## src/rtl/dcache_pkg.sv

```systemverilog
// Shared types and constants for the write-back dcache controller.
// Contents:
//   - geometry constants (line width, word width, physical address width,
//     line offset width, words per line)
//   - memory request size encoding for word stores
//   - writeback_t: an evicted line (address + full line data)
//   - dcache_wb_state_t: states of the write-back drain unit
//   - cpu_to_memory_address(): aligns an address to a request size
package dcache_pkg;

  localparam int DCACHE_LINE_WIDTH   = 128;
  localparam int RISCV_XLEN          = 32;
  localparam int RISCV_PLEN          = 34;
  localparam int DCACHE_OFFSET_WIDTH = 4;

  localparam int NUMBER_OF_WORDS_IN_CACHE_BLOCK = DCACHE_LINE_WIDTH / RISCV_XLEN;

  localparam logic [2:0] MEMORY_REQUEST_SIZE_FOUR_BYTES = 3'b010;
  localparam logic [2:0] MEMORY_REQUEST_SIZE_LINE       = 3'b111;

  typedef struct packed {
    logic [RISCV_PLEN-1:0]        address;
    logic [DCACHE_LINE_WIDTH-1:0] data;
  } writeback_t;

  typedef enum logic [1:0] {
    WB_IDLE,
    WB_REQ,
    WB_WAIT_DONE
  } dcache_wb_state_t;

  // Sizes 0..3 clear log2(bytes) low bits; the line size clears the whole
  // in-line byte offset.
  function automatic logic [RISCV_PLEN-1:0] cpu_to_memory_address(
    input logic [RISCV_PLEN-1:0] addr,
    input logic [2:0]            size
  );
    logic [RISCV_PLEN-1:0] aligned;
    int                    n_clear;
    aligned = addr;
    n_clear = (size == MEMORY_REQUEST_SIZE_LINE) ? DCACHE_OFFSET_WIDTH : int'(size);
    for (int i = 0; i < DCACHE_OFFSET_WIDTH; i++) begin
      if (i < n_clear) aligned[i] = 1'b0;
    end
    return aligned;
  endfunction

endpackage

```

## src/rtl/dcache_writeback_unit.sv

```systemverilog
// Drain stage for evicted dirty dcache lines.
// Accepts one line per wb_valid_i/wb_ready_o handshake and writes it to
// memory as ascending XLEN-wide stores, one outstanding at a time.
// Ports:
//   clk_i, rst_ni                 clock, async active-low reset
//   wb_valid_i/wb_ready_o         line handshake; wb_address_i, wb_data_i
//   wb_done_o                     pulse in the cycle the last store returns
//   busy_o                        a line is held
//   hazard_address_i/hazard_hit_o CPU lookup address hits the held line
//   mem_req_*                     word store request (valid/ready/addr/data/size)
//   mem_rtrn_valid_i              store completion from memory
//
// state        | meaning
// WB_IDLE      | no line held, ready for a new one
// WB_REQ       | store request for word_idx presented, waiting for ack
// WB_WAIT_DONE | store acked, waiting for memory completion
module dcache_writeback_unit
  import dcache_pkg::*;
#(
  parameter int LINE_WIDTH   = DCACHE_LINE_WIDTH,
  parameter int XLEN         = RISCV_XLEN,
  parameter int PLEN         = RISCV_PLEN,
  parameter int OFFSET_WIDTH = DCACHE_OFFSET_WIDTH
) (
  input  logic                  clk_i,
  input  logic                  rst_ni,
  input  logic                  wb_valid_i,
  output logic                  wb_ready_o,
  input  logic [PLEN-1:0]       wb_address_i,
  input  logic [LINE_WIDTH-1:0] wb_data_i,
  output logic                  wb_done_o,
  output logic                  busy_o,
  input  logic [PLEN-1:0]       hazard_address_i,
  output logic                  hazard_hit_o,
  output logic                  mem_req_valid_o,
  input  logic                  mem_req_ready_i,
  output logic [PLEN-1:0]       mem_req_address_o,
  output logic [XLEN-1:0]       mem_req_data_o,
  output logic [2:0]            mem_req_size_o,
  input  logic                  mem_rtrn_valid_i
);

  localparam int WORDS  = NUMBER_OF_WORDS_IN_CACHE_BLOCK;
  localparam int IDX_W  = $clog2(WORDS);
  localparam int BYTE_SH = $clog2(XLEN / 8);

  dcache_wb_state_t state_q, state_d;
  writeback_t       line_q, line_d;
  logic [IDX_W-1:0] word_idx_q, word_idx_d;
  logic             idle_ready;

  always_ff @(posedge clk_i or negedge rst_ni) begin
    if (!rst_ni) begin
      state_q    <= WB_IDLE;
      line_q     <= '0;
      word_idx_q <= '0;
    end else begin
      state_q    <= state_d;
      line_q     <= line_d;
      word_idx_q <= word_idx_d;
    end
  end

  always_comb begin
    state_d         = state_q;
    line_d          = line_q;
    word_idx_d      = word_idx_q;
    idle_ready      = 1'b0;
    mem_req_valid_o = 1'b0;
    wb_done_o       = 1'b0;
    unique case (state_q)
      WB_IDLE: begin
        idle_ready = 1'b1;
        if (wb_valid_i) begin
          line_d.address = cpu_to_memory_address(wb_address_i, MEMORY_REQUEST_SIZE_LINE);
          line_d.data    = wb_data_i;
          word_idx_d     = '0;
          state_d        = WB_REQ;
        end
      end
      WB_REQ: begin
        mem_req_valid_o = 1'b1;
        if (mem_req_ready_i) state_d = WB_WAIT_DONE;
      end
      WB_WAIT_DONE: begin
        if (mem_rtrn_valid_i) begin
          if (word_idx_q == IDX_W'(WORDS - 1)) begin
            wb_done_o = 1'b1;
            state_d   = WB_IDLE;
          end else begin
            word_idx_d = word_idx_q + 1'b1;
            state_d    = WB_REQ;
          end
        end
      end
      default: state_d = WB_IDLE;
    endcase
  end

  // The state register already sits in IDLE while reset is held; gate ready
  // so the controller never sees a handshake during reset.
  assign wb_ready_o = idle_ready && rst_ni;
  assign busy_o     = (state_q != WB_IDLE);

  assign hazard_hit_o = busy_o &&
    (hazard_address_i[PLEN-1:OFFSET_WIDTH] == line_q.address[PLEN-1:OFFSET_WIDTH]);

  assign mem_req_address_o = line_q.address + (PLEN'(word_idx_q) << BYTE_SH);
  assign mem_req_data_o    = line_q.data[word_idx_q*XLEN +: XLEN];
  assign mem_req_size_o    = MEMORY_REQUEST_SIZE_FOUR_BYTES;

  logic unused_hazard_offset;
  assign unused_hazard_offset = ^hazard_address_i[OFFSET_WIDTH-1:0];

endmodule

```

## config.mk

```make
export PLATFORM = sky130hd
export DESIGN_NAME = dcache_writeback_unit
export DESIGN_NICKNAME = d
export VERILOG_FILES = /design/src/rtl/dcache_pkg.sv /design/src/rtl/dcache_writeback_unit.sv
export SDC_FILE = /design/constraint.sdc
export NUM_CORES = 1
export LEC_CHECK = 0
export ABC_AREA = 1
export CAP_MARGIN = 10
export CORE_MARGIN = 2
export CORE_UTILIZATION = 30
export CTS_CLUSTER_SIZE = 40
export DETAILED_ROUTE_END_ITERATION = 12
export PLACE_DENSITY = 0.59
export SLEW_MARGIN = 20
export SYNTH_ARGS = -nofsm -noshare
export SYNTH_HDL_FRONTEND = slang
export SYNTH_SLANG_ARGS = --single-unit
```

## constraint.sdc

```tcl
create_clock -name clk_i -period 1.29 [get_ports clk_i]
set_input_delay 0.1935 -clock clk_i [delete_from_list [all_inputs] [get_ports clk_i]]
set_output_delay 0.1935 -clock clk_i [all_outputs]
set_load 0.05 [all_outputs]
```

==> results of run 1 <==
sequential cells by signal, indices dropped and copies added, names as in the netlist:
name / count
line_q: 158
state_q: 2
word_idx_q: 2
routing by layer:
layer | share of wire | wire length (microns)
met4 | 0.021 | 564
met3 | 0.042 | 1130
met5 | 0.00066 | 18
met1 | 0.44 | 11900
met2 | 0.50 | 13600
final cells by class:
cell class,instances,area [sq um],share of cell area
Antenna cell,3,7.51,0.000486
Inverter,56,239,0.0155
Clock inverter,14,189,0.0122
Clock buffer,18,439,0.0284
Timing Repair Buffer,407,5360,0.347
Tap cell,341,427,0.0276
Sequential cell,162,4060,0.263
Multi-Input combinational cell,475,4730,0.306
per-stage QoR:
| step | worst slack (ns) | instances | TNS (ns) | area, sq um |
|---|---|---|---|---|
| after floorplan | -0.289 | 764 | -15.86 | 8770 |
| after global placement | -0.421 | 1383 | -56.24 | 12800 |
| after detailed placement | -0.416 | 1383 | -59.32 | 12800 |
| after CTS | -0.627 | 1463 | -99.27 | 14800 |
| after global routing | -0.754 | 1476 | -84.35 | 15400 |
| final | -0.607 | 1476 | -74.88 | 15400 |
worst reg2reg max path: stages (launching register included):
cell and delay (ns):
dfrtp_2 0.43, buf_6 0.13, nor2_4 0.13, buf_12 0.13, buf_12 0.10, nand2_8 0.12, buf_16 0.24, mux2_4 0.30
placed cells by master, fill, tap and decap left out, types with 5 or more instances in the layout:
| master | synthesis | layout |
|---|---|---|
| o22ai_4 | 0 | 32 |
| clkbuf_16 | 0 | 21 |
| conb_1 | 2 | 5 |
| buf_6 | 11 | 51 |
| inv_1 | 56 | 50 |
| nor2_4 | 0 | 29 |
| nand2_8 | 0 | 5 |
| o21ai_2 | 0 | 34 |
| buf_4 | 37 | 39 |
| mux2_4 | 91 | 92 |
| buf_16 | 0 | 17 |
| buf_12 | 0 | 89 |
| dfrtp_1 | 162 | 159 |
| nand2_1 | 77 | 71 |
| o21ai_0 | 73 | 5 |
| nor2_1 | 116 | 57 |
| clkdlybuf4s50_1 | 0 | 190 |
| o21ai_1 | 0 | 11 |
| o21ai_4 | 0 | 23 |
| nor2_2 | 1 | 31 |
| a21oi_2 | 0 | 16 |
| mux2_2 | 48 | 47 |
| buf_8 | 0 | 15 |
final timing paths:
path / start / end / slack, ns / cells past startpoint
min reg2reg: line_q[114]$_DFFE_PN0P_ / line_q[114]$_DFFE_PN0P_ / 0.51 / 1
min in group clk_i: wb_address_i[11] / line_q[139]$_DFFE_PN0P_ / 0.35 / 3
max reg2reg: state_q[1]$_DFFE_PN0P_ / line_q[35]$_DFFE_PN0P_ / -0.40 / 7
max in group asynchronous: rst_ni / line_q[117]$_DFFE_PN0P_ / 0.33 / 4
min: rst_ni / line_q[60]$_DFFE_PN0P_ / 0.34 / 3
max: word_idx_q[0]$_DFFE_PN0P_ / mem_req_data_o[12] / -0.61 / 5
power breakdown:
part,leakage (nW),total [mW],switching [mW],internal [mW]
registers,1.89,9.85,2.16,7.69
clock network,0.305,5.44,2.42,3.02
logic,4.71,30.7,14.2,16.4
logic make-up after synthesis:
group                    Yosys count  share of synthesized area
other                              2                   0.000921
XOR/XNOR                           2                    0.00215
AND/OR/NAND/NOR                  201                     0.0942
adder cells (fa/ha/maj)            1                    0.00153
flip-flops                       162                      0.497
AO/OA/AOI/OAI                    124                     0.0810
multiplexers                     139                      0.234
buffers and inverters            130                     0.0889
repair_timing:
item,4_1_cts,5_1_grt
hold buffers,1,0
buffers inserted,31,31
hold endpoints to repair,51,0
endpoints found under the setup margin,228,230
pin swaps,15,17
cloned,23,4
gates resized for setup,209,154
==> results.tsv, run 1 <==
metric	value	unit
status	finished, violations left	
violations	setup timing	
post-route-period-util	1.47	
clock_latency	0.44	ns
timing.final.ws_setup	-0.607	ns
vias	6766	
path_cells	buf_12, buf_12, o21ai_1, o22ai_4, buf_12	
wl_per_cell	18.4	microns
arrival	1.70	ns
synth.distinct_cells	21	
grt_pass1_vias	7097	
grt_max_degree	55	
root_buffer	clkbuf_16	
ys_ff_latch	162	
synth_area_leaders	dfrtp_1 50%, mux2_4 17%, mux2_2 6.6%	
synthMostInstantiatedCell	dfrtp_1	
fmax	0.527	GHz
min_period	1.90	ns
required	1.10	ns
power_density	2970	mW/mm^2
drt_wl_total	27200	microns
cts.path.max_buffers	2	
io_pins	275	
rows	60	
synth-edff-count	0	
crit_buf_inv	3	
dp_hpwl	17800	microns
gr-total-overflow	0	
nNetsFinal	1321	
drc_errors	0	
vias_per_cell	4.58	
cts_tree	yes	
cts_made_buffers	17	
async_reset_ff_frac	1.00	
critPathKind	reg -> out	
cp-start-kind	register	
chipHeight	169	microns
worst_path_largest_cell_delay	0.43	ns
final_util	0.576	
hold_slack	0.339	ns
n_fill_cell	2135	
htree_levels	4	
finalHoldViolCount	0	
grt-busiest-layer	met2	
die_x	169	microns
crit_family	buffers and inverters	
drtIter0Drc	219	
maxSlewViolCount	0	
netlist.area_leader.share	0.497	
area_growth	89.5	%
yosys_warnings	0	
syn_inst	761	
drive_gt1_frac	0.508	
synth_top_flop_cell	dfrtp_1	
synth_area_per_cell	10.7	sq um
max_cap_violations	0	
dieArea	0.0285	sq mm
synth_top_area_cell	dfrtp_1	
crit_slowest_cell	dfrtp_2	
syn-cell-area	0.00815	sq mm
initial_core_util	0.304	
antenna_left	0	
io_buffers	261	
grt_util_met3	0.0386	
crit_fanout	22	
worstSetupEndpointType	primary output	
coreArea	0.0268	sq mm
clkSlewWorstSetupHoldPaths	0.07	ns
ys_seq_area_frac	0.497	
antenna_found_initial	5	
gp_congestion	0.859	
fin_skew	0.0193	ns
setup_violations	225	
synth_common_cells	162 x dfrtp_1, 116 x nor2_1, 91 x mux2_4, 77 x nand2_1, 73 x o21ai_0	
grt_use_total	0.189	
grt_pass1_wl	41100	microns
p_leak	6.90	nW
p_total	45.9	mW
worst_path_most_repeated_cell	buf_12	
cts.sinks	162	
irDropWorstVdd	2.42	mV
rsz0062_at_grt	true	
max-slew-margin-rel	0.457	
max_slew.worst_pin.slew	0.814	ns
use_met2	0.310	
grtUsageMet1	0.249	
hold_path.class	in -> async	
drtPass1Iterations	5	
No activity file was read; power rests on OpenSTA's default activity.
==> run 2, diff against run 1 <==
--- a/config.mk
+++ b/config.mk
@@ -11,7 +11,6 @@
 export CORE_UTILIZATION = 30
 export CTS_CLUSTER_SIZE = 40
 export DETAILED_ROUTE_END_ITERATION = 12
-export PLACE_DENSITY = 0.59
 export SLEW_MARGIN = 20
 export SYNTH_ARGS = -nofsm -noshare
 export SYNTH_HDL_FRONTEND = slang
==> results.tsv, run 2 (synthesis results as in run 1) <==
metric	value	unit
dieArea	0.0285	sq mm
cts_tree	yes	
p_leak	6.80	nW
maxSlewViolCount	0	
clkSlewWorstSetupHoldPaths	0.07	ns
nNetsFinal	1313	
io_pins	275	
crit_fanout	38	
top_regs	line_q: 158 flops, state_q: 2 flops, word_idx_q: 2 flops	
place_worst_setup_slack	-0.413	ns
largest_reg_flops	158	
drtIter0Drc	285	
drive_gt1_frac	0.463	
gr-total-overflow	0	
coreArea	0.0268	sq mm
max-slew-margin-rel	0.316	
power_density	2990	mW/mm^2
wl_per_cell	19.1	microns
post-route-period-util	1.48	
final_common_cell	clkdlybuf4s50_1	
die_x	169	microns
final_util	0.559	
grt_max_degree	91	
antenna_left	0	
violations	setup timing	
fin_skew	0.0124	ns
required	1.10	ns
top_register	line_q	
vias_per_cell	4.66	
cp-start-kind	register	
hold_path.class	in -> async	
min_period	1.91	ns
grt_use_total	0.192	
dp_hpwl	18000	microns
setup_violations	221	
rsz0062_at_grt	true	
design_area	0.0150	sq mm
chipHeight	169	microns
gp_congestion	0.854	
grt_pass1_wl	41700	microns
cts.path.max_buffers	2	
dpl_cell_area	0.0126	sq mm
drt_wl_total	28100	microns
area_growth	83.9	%
io_buffers	261	
clock_latency	0.42	ns
r2r_slack	-0.41	ns
grt_pass1_vias	7119	
htree_levels	4	
cts_made_buffers	17	
finalHoldViolCount	0	
critPathKind	reg -> out	
irDropWorstVdd	1.97	mV
rows	60	
cts.sinks	162	
drc_errors	0	
final_cell_mix	190 x clkdlybuf4s50_1, 159 x dfrtp_1, 95 x mux2_4	
antenna_found_initial	3	
arrival	1.72	ns
vias	6842	
worstSetupEndpointType	primary output	
drtPass1Iterations	5	
status	finished, violations left	
initial_core_util	0.304	
fmax	0.523	GHz
timing.final.ws_setup	-0.624	ns
max_cap_violations	0	
max_slew.worst_pin.slew	1.03	ns
root_buffer	clkbuf_16	
[run 2: changes by cell type in the layout (fill, tap and decap cells not counted), sizes merged]
cell | before | now
buf | 211 | 200
dlymetal6s4s | 0 | 1
clkdlybuf4s15 | 0 | 1
dlygate4sd2 | 1 | 0
nand2 | 81 | 82
inv | 62 | 63
clkbuf | 22 | 21
dlygate4sd3 | 1 | 2
diode | 3 | 2
[run 2: through the flow]
stage | setup TNS, ns | hold slack [ns] | power, mW | cells
2_1_floorplan | -15.86 | -0.102 | 24.7 | 764
3_3_place_gp | -56.97 | 0.0310 | 34.5 | 1374
3_5_place_dp | -59.59 | 0.0268 | 34.7 | 1374
4_1_cts | -92.02 | 0.310 | 43.4 | 1456
5_1_grt | -89.31 | 0.190 | 46.8 | 1467
6_report | -77.39 | 0.182 | 44.8 | 1467
[run 2: area by class of cell]
cell class,count,area [sq um]
fillers,2187,11800
flip-flops and latches,162,4060
diodes,2,5.00
inverters,56,229
clock inverters,15,168
multi-input cells,476,4480
repair buffers,398,5200
well taps,341,427
clock buffers,17,425
[run 2: final timing paths]
path / start / end / depth (start not counted)
worst max-delay path: word_idx_q[0]$_DFFE_PN0P_ / mem_req_data_o[12] / 4
worst min-delay path: rst_ni / state_q[0]$_DFFE_PN0P_ / 3
worst max register to register: state_q[0]$_DFFE_PN0P_ / line_q[58]$_DFFE_PN0P_ / 7
worst min register to register: line_q[109]$_DFFE_PN0P_ / line_q[109]$_DFFE_PN0P_ / 1
max in group asynchronous: rst_ni / word_idx_q[0]$_DFFE_PN0P_ / 3
min in group clk_i: wb_address_i[25] / line_q[153]$_DFFE_PN0P_ / 3
[run 2: report_power, final]
| part | switching [mW] | internal [mW] | total (mW) |
|---|---|---|---|
| Sequential | 2.01 | 7.69 | 9.70 |
| Clock | 2.31 | 2.92 | 5.23 |
| Combinational | 14.0 | 15.9 | 29.8 |
[run 2: timing repair]
| item | 4_1_cts | 5_1_grt |
|---|---|---|
| pin swaps | 11 | 19 |
| endpoints found under the hold margin | 115 | 8 |
| gates cloned | 22 | 7 |
| setup buffers | 26 | 22 |
| gates resized for setup | 155 | 136 |
| hold buffers | 2 | 1 |
| setup endpoints to repair | 228 | 321 |
[run 2: per-layer routing]
layer  up-vias  track usage  wire length (microns)
li1       3220            -                      -
met1      3435        0.252                  12200
met2       159        0.322                  14400
met3        28       0.0402                   1070
met4         0       0.0528                    447
met5         -            0                      0
[run 2: worst max-delay path: stages (launching register included)]
cell     delay [ns]
dfrtp_2        0.49
buf_12         0.27
o21ai_1        0.15
o22ai_4        0.22
buf_12         0.16
